## config.mk

```make
export PLATFORM = sky130hd
export DESIGN_NAME = ram_host_arbiter_flat
export DESIGN_NICKNAME = d
export VERILOG_FILES = /design/src/rtl/ram_host_arbiter_if.sv /design/src/rtl/ram_host_arbiter.sv /design/src/flat_wrapper.sv
export SDC_FILE = /design/constraint.sdc
export NUM_CORES = 1
export LEC_CHECK = 0
export ABC_AREA = 0
export BUFFER_PORTS_ARGS = -buffer_cell sky130_fd_sc_hd__buf_2
export CAP_MARGIN = 20
export CORE_AREA = 8 8 102 104
export CTS_CLUSTER_DIAMETER = 200
export DETAILED_ROUTE_END_ITERATION = 6
export DIE_AREA = 0 0 110 112
export SLEW_MARGIN = 20
export SYNTH_ARGS = -nofsm -noshare
export SYNTH_HDL_FRONTEND = slang
export SYNTH_SLANG_ARGS = --single-unit
export TNS_END_PERCENT = 5
```

## constraint.sdc

```tcl
create_clock -name clk_i -period 1.5 [get_ports clk_i]
set_clock_uncertainty 0.1 [all_clocks]
set_input_delay 0.3 -clock clk_i [delete_from_list [all_inputs] [get_ports clk_i]]
set_output_delay 0.3 -clock clk_i [all_outputs]
set_load 0.05 [all_outputs]
```

## src/rtl/ram_host_arbiter_if.sv

```systemverilog
// Host-side request/response bus and RAM-port bus of the two-host RAM arbiter.
// The slave modport is the arbiter's view; master is the hosts/RAM side.
interface ram_host_arbiter_if;
    logic [1:0]       h_req_i;
    logic [1:0]       h_we_i;
    logic [1:0][3:0]  h_be_i;
    logic [1:0][31:0] h_addr_i;
    logic [1:0][31:0] h_wdata_i;
    logic [1:0]       h_gnt_o;
    logic [1:0]       h_rvalid_o;
    logic [1:0]       h_err_o;
    logic [31:0]      h_rdata_o;

    logic             ram_req_o;
    logic             ram_we_o;
    logic [3:0]       ram_be_o;
    logic [31:0]      ram_addr_o;
    logic [31:0]      ram_wdata_o;
    logic             ram_rvalid_i;
    logic [31:0]      ram_rdata_i;

    modport slave (
        input  h_req_i, h_we_i, h_be_i, h_addr_i, h_wdata_i,
        input  ram_rvalid_i, ram_rdata_i,
        output h_gnt_o, h_rvalid_o, h_err_o, h_rdata_o,
        output ram_req_o, ram_we_o, ram_be_o, ram_addr_o, ram_wdata_o
    );

    modport master (
        output h_req_i, h_we_i, h_be_i, h_addr_i, h_wdata_i,
        output ram_rvalid_i, ram_rdata_i,
        input  h_gnt_o, h_rvalid_o, h_err_o, h_rdata_o,
        input  ram_req_o, ram_we_o, ram_be_o, ram_addr_o, ram_wdata_o
    );
endinterface

```

## src/rtl/ram_host_arbiter.sv

```systemverilog
// Round-robin two-host arbiter in front of one fixed-latency RAM port.
// Out-of-window accesses are answered with an error response without reaching the RAM.
module ram_host_arbiter #(
    parameter logic [31:0] BaseAddr = 32'h0010_0000,
    parameter int unsigned Depth    = 128
) (
    input logic               clk_i,
    input logic               rst_ni,
    ram_host_arbiter_if.slave bus
);

    // Window bounds held in 33 bits so a window ending at 2^32 still compares correctly.
    localparam logic [32:0] WinLo = {1'b0, BaseAddr};
    localparam logic [32:0] WinHi = {1'b0, BaseAddr} + 33'(Depth * 4);

    function automatic logic in_window(input logic [31:0] addr);
        logic [32:0] word_addr;
        word_addr = {1'b0, addr[31:2], 2'b00};
        return (word_addr >= WinLo) && (word_addr < WinHi);
    endfunction

    logic       rr_last;
    logic [1:0] gnt_p0;
    logic       win_p0;
    logic       any_gnt_p0;
    logic       hit_p0;

    logic       resp_vld_p1;
    logic       resp_host_p1;
    logic       resp_err_p1;
    logic [1:0] resp_sel_p1;

    // ---- p0: arbitration and request forwarding (combinational) ----
    always_comb begin
        gnt_p0 = bus.h_req_i;
        if (bus.h_req_i == 2'b11) begin
            gnt_p0 = rr_last ? 2'b01 : 2'b10;
        end
    end

    assign win_p0     = gnt_p0[1];
    assign any_gnt_p0 = |gnt_p0;
    assign hit_p0     = in_window(bus.h_addr_i[win_p0]);

    assign bus.h_gnt_o     = gnt_p0;
    assign bus.ram_req_o   = any_gnt_p0 & hit_p0;
    assign bus.ram_we_o    = bus.h_we_i[win_p0];
    assign bus.ram_be_o    = bus.h_be_i[win_p0];
    assign bus.ram_addr_o  = bus.h_addr_i[win_p0];
    assign bus.ram_wdata_o = bus.h_wdata_i[win_p0];

    always_ff @(posedge clk_i or negedge rst_ni) begin
        if (!rst_ni) begin
            rr_last      <= 1'b1;
            resp_vld_p1  <= 1'b0;
            resp_host_p1 <= 1'b0;
            resp_err_p1  <= 1'b0;
        end else begin
            resp_vld_p1 <= any_gnt_p0;
            if (any_gnt_p0) begin
                rr_last      <= win_p0;
                resp_host_p1 <= win_p0;
                resp_err_p1  <= ~hit_p0;
            end
        end
    end

    // ---- p1: response routing to the host granted in the previous cycle ----
    assign resp_sel_p1 = resp_vld_p1 ? (resp_host_p1 ? 2'b10 : 2'b01) : 2'b00;

    assign bus.h_rvalid_o = resp_sel_p1;
    assign bus.h_err_o    = resp_err_p1 ? resp_sel_p1 : 2'b00;
    assign bus.h_rdata_o  = (resp_vld_p1 && !resp_err_p1) ? bus.ram_rdata_i : 32'h0;

    // The RAM answers with fixed latency, so its rvalid must mirror our in-range response.
    a_ram_rvalid: assert property (@(posedge clk_i) disable iff (!rst_ni)
        bus.ram_rvalid_i == (resp_vld_p1 && !resp_err_p1));
    a_gnt_onehot: assert property (@(posedge clk_i) disable iff (!rst_ni)
        $onehot0(bus.h_gnt_o));
    a_rvalid_onehot: assert property (@(posedge clk_i) disable iff (!rst_ni)
        $onehot0(bus.h_rvalid_o));

endmodule

```

## src/flat_wrapper.sv

```systemverilog
// flat-port wrapper written by rule: the top's interface ports become plain ports
module ram_host_arbiter_flat 
#(
    parameter logic [31:0] BaseAddr = 32'h0010_0000,
    parameter int unsigned Depth    = 128
)
  (clk_i, rst_ni, bus_h_req_i, bus_h_we_i, bus_h_be_i, bus_h_addr_i, bus_h_wdata_i, bus_ram_rvalid_i, bus_ram_rdata_i, bus_h_gnt_o, bus_h_rvalid_o, bus_h_err_o, bus_h_rdata_o, bus_ram_req_o, bus_ram_we_o, bus_ram_be_o, bus_ram_addr_o, bus_ram_wdata_o);
  ram_host_arbiter_if bus_i ();
  input logic clk_i;
  input logic rst_ni;
  input wire logic [$bits(bus_i.h_req_i)-1:0] bus_h_req_i;
  input wire logic [$bits(bus_i.h_we_i)-1:0] bus_h_we_i;
  input wire logic [$bits(bus_i.h_be_i)-1:0] bus_h_be_i;
  input wire logic [$bits(bus_i.h_addr_i)-1:0] bus_h_addr_i;
  input wire logic [$bits(bus_i.h_wdata_i)-1:0] bus_h_wdata_i;
  input wire logic [$bits(bus_i.ram_rvalid_i)-1:0] bus_ram_rvalid_i;
  input wire logic [$bits(bus_i.ram_rdata_i)-1:0] bus_ram_rdata_i;
  output wire logic [$bits(bus_i.h_gnt_o)-1:0] bus_h_gnt_o;
  output wire logic [$bits(bus_i.h_rvalid_o)-1:0] bus_h_rvalid_o;
  output wire logic [$bits(bus_i.h_err_o)-1:0] bus_h_err_o;
  output wire logic [$bits(bus_i.h_rdata_o)-1:0] bus_h_rdata_o;
  output wire logic [$bits(bus_i.ram_req_o)-1:0] bus_ram_req_o;
  output wire logic [$bits(bus_i.ram_we_o)-1:0] bus_ram_we_o;
  output wire logic [$bits(bus_i.ram_be_o)-1:0] bus_ram_be_o;
  output wire logic [$bits(bus_i.ram_addr_o)-1:0] bus_ram_addr_o;
  output wire logic [$bits(bus_i.ram_wdata_o)-1:0] bus_ram_wdata_o;
  assign bus_i.h_req_i = bus_h_req_i;
  assign bus_i.h_we_i = bus_h_we_i;
  assign bus_i.h_be_i = bus_h_be_i;
  assign bus_i.h_addr_i = bus_h_addr_i;
  assign bus_i.h_wdata_i = bus_h_wdata_i;
  assign bus_i.ram_rvalid_i = bus_ram_rvalid_i;
  assign bus_i.ram_rdata_i = bus_ram_rdata_i;
  assign bus_h_gnt_o = bus_i.h_gnt_o;
  assign bus_h_rvalid_o = bus_i.h_rvalid_o;
  assign bus_h_err_o = bus_i.h_err_o;
  assign bus_h_rdata_o = bus_i.h_rdata_o;
  assign bus_ram_req_o = bus_i.ram_req_o;
  assign bus_ram_we_o = bus_i.ram_we_o;
  assign bus_ram_be_o = bus_i.ram_be_o;
  assign bus_ram_addr_o = bus_i.ram_addr_o;
  assign bus_ram_wdata_o = bus_i.ram_wdata_o;
  ram_host_arbiter #(.BaseAddr(BaseAddr), .Depth(Depth)) u_core (.clk_i(clk_i), .rst_ni(rst_ni), .bus(bus_i));
endmodule
```

# After elaboration in Yosys (flattened, before gate mapping)
# Index checks and enable logic that the tools add are counted.
[classes]
n_lt_le_gt_ge = 3
eq_ne = 1
muxes = 14
bitwise_logic = 2
reduce_logical = 4
[op_table]
columns = ["cell", "n"]
rows = [
  ["$mux W32", 5],
  ["$ge A32 B21 Y1 const B", 1],
  ["$lt A32 B21 Y1 const B", 1],
  ["$mux W2", 5],
  ["$mux W4", 2],
  ["$eq A2 B2 Y1 const B", 1],
  ["$logic_and A1 B1 Y1", 2],
  ["$lt A1 B2 Y1 const B", 1],
  ["$mux W1", 2],
  ["$reduce_or A2 Y1", 1],
  ["$and A1 B1 Y1", 1],
  ["$logic_not A1 Y1", 1],
  ["$not A1 Y1", 1],
]
[totals]
regBits = 4
in_bits = 175
elab_cells = 28

# Longest topological paths before layout
# Gate-level depths: netlist of run 1.
[logic_depth]
depth_word = 7
ltp_mapped = 5
ltp_nobuf = 4

# Worst setup path after synthesis of run 1
# OpenSTA, ideal clock, no wires.
[synth_path]
kind = "register -> output"
start = "register u_core.rr_last"
end = "output port bus_ram_req_o"
arrival_ns = 1.497
required_ns = 1.100
path_slack_ns = -0.397
path_stages_with_launch = 6
path_cell_list = "dfstp_2 -> a21boi_2 -> buf_6 -> nand4b_1 -> o22ai_1 -> and2_1"
[synth_via]
elab_chain_len = 7
word_cells_on_any_way = 9
[synth_lines]
columns = ["element", "line", "source"]
rows = [
  ["from (decl)", "ram_host_arbiter.sv:22", "logic rr_last;"],
  ["from (signal assigned)", "ram_host_arbiter.sv:61", "rr_last <= win_p0;"],
  ["$mux W2 *", "ram_host_arbiter.sv:37", "gnt_p0 = rr_last ? 2'b01 : 2'b10;"],
  ["$mux W2 *", "ram_host_arbiter.sv:36", "if (bus.h_req_i == 2'b11) begin"],
  ["$mux W32 (implied by the code) (2 in series)", "ram_host_arbiter.sv:43", "assign hit_p0 = in_window(bus.h_addr_i[win_p0]);"],
  ["$ge A32 B21 Y1 / $lt A32 B21 Y1 (equally long branches)", "ram_host_arbiter.sv:19", "return (word_addr >= WinLo) && (word_addr < WinHi);"],
  ["$logic_and A1 B1 Y1", "ram_host_arbiter.sv:19", ""],
  ["$and A1 B1 Y1 *", "ram_host_arbiter.sv:46", "assign bus.ram_req_o = any_gnt_p0 & hit_p0;"],
  ["to (decl)", "flat_wrapper.sv:22", "output wire logic [$bits(bus_i.ram_req_o)-1:0] bus_ram_req_o;"],
]
# Mark *: on every way between the ends. The rest lies on a longest branch, timed or not. The select of a mux whose other input is x is not followed.

# Final worst setup path of run 1
[layout_path]
start = "register u_core.rr_last"
end = "output port bus_ram_addr_o[31]"
[layout_via]
elab_chain_len = 4
[layout_lines]
columns = ["element", "line", "source"]
rows = [
  ["$mux W2", "ram_host_arbiter.sv:37", ""],
  ["$mux W2", "ram_host_arbiter.sv:36", ""],
  ["$mux W32 (implied by the code) (2 in series)", "ram_host_arbiter.sv:49", "assign bus.ram_addr_o = bus.h_addr_i[win_p0];"],
  ["to (decl)", "flat_wrapper.sv:25", "output wire logic [$bits(bus_i.ram_addr_o)-1:0] bus_ram_addr_o;"],
]
# No other way between the ends. The select of a mux whose other input is x is not followed.

==> impl_results.md, run 1 <==
* First-pass GRT wire length at ~15,000 um
* CTS buffer count at 3
* Crit path cell chain: a21boi_4 -> buf_12 -> buf_12 -> mux2_4 -> buf_2
* Ys flop type: dfrtp_1
* Post-route non-filler standard cell count at ~570
* Post-synth cell types at 26
* Post-synth EDFFs at 0
* Slowest cell delay on critical path at approximately 0.6 ns
* Asr flop ratio synth at 100%
* Share of cells above drive strength 1 at a little under nine tenths
* Final Net Count at roughly 640
* Critical Path Sink Type: primary output
* Status: finished with violations
* Final Max Tran Viols at 0
* Tot Pwr at about 2.3 mW
* CTS max path bufs at 2
* Failing checks: negative setup slack
* Mapped Area at 1390 um2
* Clock Latency Late Sink at ~0.21 ns
* Final period util at 140%
* Worst min-delay path category: primary input to asynchronous set/reset pin
* Register area share after synthesis at just over 7%
* R2R cell count at 5
* Final WS setup at -0.604 ns
* Vias at 2,429
* Crit path top cell by count: buf_12
* Reg2reg end: u_core.resp_err_p1$_DFFE_PN0P_
* Drt via density at 4.25
* # IOs at 283
* Peak Freq at approximately 480 MHz
* Num rows at 35
* Gr ovfl total at 0
* GRT Util Overall at 15.0%
* Power per cell area at 577 nW/um2
* Final Setup Violations at 105
* CP Class: flip-flop to primary output
* Critical path's slowest cell: dfstp_2
* Clock slew at reported path FFs at approximately 0.03 ns
* Pleak at 2.07 nW
* Area Overhead vs Synth at 184%
* Die Width at approximately 110 um
* Synthesized area per cell at 9.11 um2
* Peak supply drop at ~410 uV
* Routability cong. at a little under 0.8
* Die Footprint at 12,300 um2
* Drt first-iter violations at 75
* I/O Buffers at between 200 and 300
* Dpl cells at about 560
* Drt drc at 0
* Core Region at 8890 um2
* Initial core utilization at 15.7%
* Crit start category: flip-flop
* Hpwl dp at just under 9000 um
* DIE HEIGHT at between 100 and 150 um
* Fin crit period at between 2 and 2.5 ns
* Arrival @ worst endpoint at ~1.7 ns
* Slew headroom at about three quarters
* Final ANT Viol Nets at 0
* Net Count, Synth at roughly 330
* Clk sinks at 4
* CTS tree: yes
* Commonest non-fill, non-tap cell in the layout: buf_2
* CTS Root Buffer Type: clkbuf_8
* Critical Path RT at 1.10 ns
* Synth warn at 0
* Worst R2R Start: u_core.rr_last$_DFFE_PN1P_
* Pin count of the biggest net entering global routing at 33
* Vias in the first global route at about 2,800
* ANT cells at 0
* Drt total wl at ~11,000 um
* Crit Path Max Fanout at 13
* Routed len/inst at between 15 and 20 um
* RSZ-0062 raised after global routing: yes
* Final Hold Viols at 0
* Detailed Routing Iterations Pass 1 at 4
* Initial antenna violation count at 0
* Commonest cells after routing, fill and taps aside: 181 x buf_2, 97 x buf_6, 55 x mux2_2
* Mapped Cells at around 150
* Total of max-cap violations at 0
* CTS H-Tree Depth at 1
* Least-Margin Pin Slew at around 0.38 ns
* Register-to-register setup slack at -0.04 ns
* #FFs+latches synth at 4
## worst max-delay path by stage
stage                               startpoint  depth (start not counted)  slack [ns]            endpoint
global placement              bus_h_addr_i[27]                          6       -0.66       bus_ram_req_o
detailed placement            bus_h_addr_i[27]                          6       -0.71       bus_ram_req_o
finish              u_core.rr_last$_DFFE_PN1P_                          5       -0.60  bus_ram_addr_o[31]
global route        u_core.rr_last$_DFFE_PN1P_                          5       -0.69       bus_ram_req_o
floorplan           u_core.rr_last$_DFFE_PN1P_                          5       -0.20       bus_ram_req_o
CTS                 u_core.rr_last$_DFFE_PN1P_                          4       -0.70  bus_ram_addr_o[27]
## area by class of cell
| cell class | count | area, um2 |
|---|---|---|
| Fill cell | 854 | 4930 |
| Tap cell | 111 | 139 |
| Timing Repair Buffer | 313 | 2360 |
| Inverter | 1 | 3.75 |
| Multi-Input combinational cell | 138 | 1310 |
| Clock buffer | 4 | 45.0 |
| Sequential cell | 4 | 101 |
## cell families after synthesis
kind of cell | count (synthesis) | share of synthesized area, %
buffers and inverters | 12 | 6.73
and+or+nand+nor | 62 | 26.9
AOI/OAI and AO/OA | 6 | 3.32
DFF | 4 | 7.27
muxes | 69 | 55.7
## Yosys cell counts, types with 2 or more instances
master    count  area, um2
nor4_1        8       50.1
dfrtp_1       3       75.1
clkbuf_1      3       11.3
buf_4         3       22.5
and2_1       35        219
nor4b_1       2       17.5
mux2_2       69        777
nor2_1        5       18.8
nand2_1       3       11.3
nor2b_1       2       12.5
buf_6         5       56.3
## state kept, by name, summed over array words and instances (netlist names)
signal / flops
u_core.resp_err_p1: 1
u_core.resp_host_p1: 1
u_core.resp_vld_p1: 1
u_core.rr_last: 1
## metrics by stage
step / setup slack (ns) / utilization, % / hold WS [ns] / cell area [um2] / setup TNS, ns
finish: -0.604 / 44.6 / 0.319 / 3960 / -44.33
CTS: -0.701 / 42.7 / 0.298 / 3800 / -51.64
global route: -0.688 / 44.6 / 0.346 / 3960 / -49.05
detailed placement: -0.709 / 34.8 / 0.00979 / 3090 / -38.28
floorplan: -0.201 / - / -0.0956 / 1430 / -14.95
global placement: -0.660 / 34.8 / 0.00604 / 3090 / -36.20
## power by group
group / leakage (nW) / switching [mW] / total [mW] / internal, mW
clock: 0.0228 / 0.0570 / 0.239 / 0.182
combinational: 2.00 / 1.09 / 1.91 / 0.820
sequential: 0.0413 / 0.0135 / 0.134 / 0.121
## worst max-delay path, delay by kind of cell, from the launching register on
family | cells | cell delay, ns
flip-flops | 1 | 0.60
buffers and inverters | 3 | 0.50
multiplexers | 1 | 0.30
AO/OA/AOI/OAI | 1 | 0.08
## per-layer routing
metal / vias up / global-route usage [%] / share of wire [%]
li1: 1177 / - / -
met1: 1071 / 14.6 / 33
met2: 173 / 29.1 / 53
met3: 8 / 5.37 / 13
met4: 0 / 2.43 / 0.81
met5: - / 0 / 0
## timing repair
item,in CTS,in global routing
gates resized for setup,192,34
hold buffers,1,0
endpoints found under the setup margin,106,108
hold endpoints to repair,4,0
gates cloned,1,2
pin swaps,2,4
buffers inserted,1,3
Power figures use the tool's default switching activity.
==> run 2: changes to the inputs <==
Settings changed: REMOVE_ABC_BUFFERS set to 1.
==> run 2 against run 1 <==
Net effect:
- the run still ends with negative setup slack left
- non-clock buffer count is 1 higher
- worst setup slack worse by 0.011 ns
- largest cell class unchanged
- design area is 10% lower
- largest power group unchanged
==> impl_results.md, run 2 (synthesized netlist as in run 1, its figures left out) <==
* Status: finished with violations (unchanged)
* Failing checks: negative setup slack (unchanged)
* CTS max path bufs at 2 (unchanged)
* Worst R2R Start: u_core.rr_last$_DFFE_PN1P_ (unchanged)
* Peak supply drop at 474 uV (was 408 uV)
* Post-route non-filler standard cell count at 571 (unchanged)
* Critical Path RT at 1.10 ns (about the same)
* Final instance area at 3560 um2 (was 3960 um2)
* First-pass GRT wire length at 14,100 um (was 14,900 um)
* Vias at 2,387 (was 2,429)
* Fin crit period at 2.11 ns (was 2.10 ns)
* # IOs at 283 (unchanged)
* Die Footprint at 12,300 um2 (unchanged)
* Area Overhead vs Synth at 155% (was 184%)
* Multi-input gate area at 1250 um2 (was 1310 um2)
* Final WS setup at -0.615 ns (was -0.604 ns)
* DP Area at 3080 um2 (was 3090 um2)
* Power share of the sequential group at 6.5% (was 5.9%)
* Arrival @ worst endpoint at 1.71 ns (was 1.70 ns)
* Gr ovfl total at 0 (unchanged)
* Final Setup Violations at 105 (unchanged)
* ANT cells at 0 (unchanged)
* Routed len/inst at 17.3 um (was 18.5 um)
* Least-Margin Pin Slew at 0.423 ns (was 0.378 ns)
* Detailed Routing Iterations Pass 1 at 3 (was 4)
* Clk sinks at 4 (unchanged)
* Final Net Count at 636 (unchanged)
* Critical Path Sink Type: primary output (unchanged)
* Worst min-delay path category: primary input to asynchronous set/reset pin (unchanged)
* Final period util at 141% (was 140%)
* Drt drc at 0 (unchanged)
* Final Max Tran Viols at 0 (unchanged)
* Fillers at 894 (was 854)
* Initial core utilization at 15.7% (unchanged)
* Core Region at 8890 um2 (unchanged)
* GRT Util Overall at 14.4% (was 15.0%)
* Drt first-iter violations at 40 (was 75)
* Pleak at 1.89 nW (was 2.07 nW)
* Final Hold Viols at 0 (unchanged)
* Share of cells above drive strength 1 at 85.9% (was 85.4%)
* Num rows at 35 (unchanged)
* Int Pwr at 0.926 mW (was 1.12 mW)
* Reg2reg end: u_core.resp_err_p1$_DFFE_PN0P_ (unchanged)
* Crit start category: flip-flop (unchanged)
* Vias in the first global route at 2,674 (was 2,765)
* RSZ-0062 raised after global routing: yes (unchanged)
* Clock network power share at 11.9% (was 10.4%)
* Drt via density at 4.18 (was 4.25)
* CTS Root Buffer Type: clkbuf_8 (unchanged)
* Drt total wl at 9860 um (was 10,600 um)
* CTS tree: yes (unchanged)
* I/O Buffers at 281 (unchanged)
* DIE HEIGHT at 112 um (unchanged)
* Initial antenna violation count at 0 (unchanged)
* Total of max-cap violations at 0 (unchanged)
* Hpwl dp at 8580 um (was 8670 um)
* Slew headroom at 71.5% (was 74.4%)
* Dpl cells at 561 (was 559)
* Crit Path Max Fanout at 6 (was 13)
* CTS H-Tree Depth at 1 (unchanged)
* Clock Latency Late Sink at 0.21 ns (about the same)
* Pin count of the biggest net entering global routing at 33 (unchanged)
* Power per cell area at 571 nW/um2 (was 577 nW/um2)
* Clock slew at reported path FFs at 0.04 ns (was 0.03 ns)
* Die Width at 110 um (unchanged)
* Sw Ratio at 54.4% (was 50.9%)
* Commonest non-fill, non-tap cell in the layout: buf_2 (unchanged)
* Routability cong. at 0.791 (was 0.781)
* Register area at 101 um2 (unchanged)
* CP Class: flip-flop to primary output (unchanged)
* Comb pwr share at 81.7% (was 83.7%)
* Final setup TNS at -44.05 ns (was -44.33 ns)
* Register-to-register setup slack at -0.13 ns (was -0.04 ns)
* Final ANT Viol Nets at 0 (unchanged)
* CTS buffer count at 3 (unchanged)
* Net Switching at 1.11 mW (was 1.17 mW)
* R2R cell count at 7 (was 5)
* Peak Freq at 473 MHz (was 475 MHz)
* Commonest cells after routing, fill and taps aside: 227 x buf_2, 69 x mux2_2, 48 x buf_6 (was 181 x buf_2, 97 x buf_6, 55 x mux2_2)
[run 2: per-layer routing]
layer / routed length, um / share of wire [%] / track usage (%) / vias to the layer above
met1: 3010 / 31 / 12.8 / 1048
met5: 0 / 0 / 0 / -
li1: - / - / - / 1171
met4: 147 / 1.5 / 3.78 / 0
met3: 1440 / 15 / 6.24 / 10
met2: 5270 / 53 / 28.1 / 158
[run 2: what timing repair did]
item	in CTS	in global routing
pin swaps	4	1
setup buffers	5	0
gates cloned	1	0
endpoints found under the setup margin	106	108
hold buffers	1	0
gates resized for setup	106	11
hold endpoints to repair	4	0
[run 2: cell type report]
| cell class | instances | area share, % |
|---|---|---|
| repair buffers | 314 | 56.8 |
| flip-flops and latches | 4 | 2.85 |
| inverters | 1 | 0.105 |
| well taps | 111 | 3.90 |
| multi-input cells | 137 | 35.1 |
| clock buffers | 4 | 1.27 |
[run 2: worst max-delay path: stages, from the launching register on]
cell and delay (ns):
dfstp_2 0.56, a21boi_4 0.07, buf_6 0.13, buf_4 0.14, o32ai_4 0.26, and2_4 0.19, buf_8 0.14
[run 2: worst max path at each step]
stage	start	endpoint	slack, ns	cells past startpoint
after floorplan	u_core.rr_last$_DFFE_PN1P_	bus_ram_req_o	-2.59	4
after detailed placement	bus_h_addr_i[17]	bus_ram_req_o	-0.70	6
final	u_core.rr_last$_DFFE_PN1P_	bus_ram_req_o	-0.61	6
after global routing	u_core.rr_last$_DFFE_PN1P_	bus_ram_req_o	-0.68	6
after global placement	bus_h_addr_i[17]	bus_ram_req_o	-0.69	6
after CTS	u_core.rr_last$_DFFE_PN1P_	bus_ram_req_o	-0.64	6
[run 2: metrics by stage]
| stage | hold slack [ns] | power [mW] | util [%] | worst slack (ns) |
|---|---|---|---|---|
| finish | 0.315 | 2.03 | 40.0 | -0.615 |
| global placement | 0.00982 | 1.68 | 34.7 | -0.691 |
| CTS | 0.308 | 2.03 | 39.6 | -0.637 |
| global route | 0.316 | 2.13 | 40.0 | -0.683 |
| detailed placement | 0.0144 | 1.69 | 34.7 | -0.700 |
| floorplan | -0.0956 | 1.16 | - | -2.59 |
[run 2: power by group through the flow]
stage | combinational [mW] | clock, mW | sequential (mW)
after floorplan | 1.03 | 0 | 0.128
after global placement | 1.55 | 0 | 0.131
after detailed placement | 1.56 | 0 | 0.132
after CTS | 1.65 | 0.252 | 0.131
after global routing | 1.73 | 0.262 | 0.133
final | 1.66 | 0.241 | 0.131
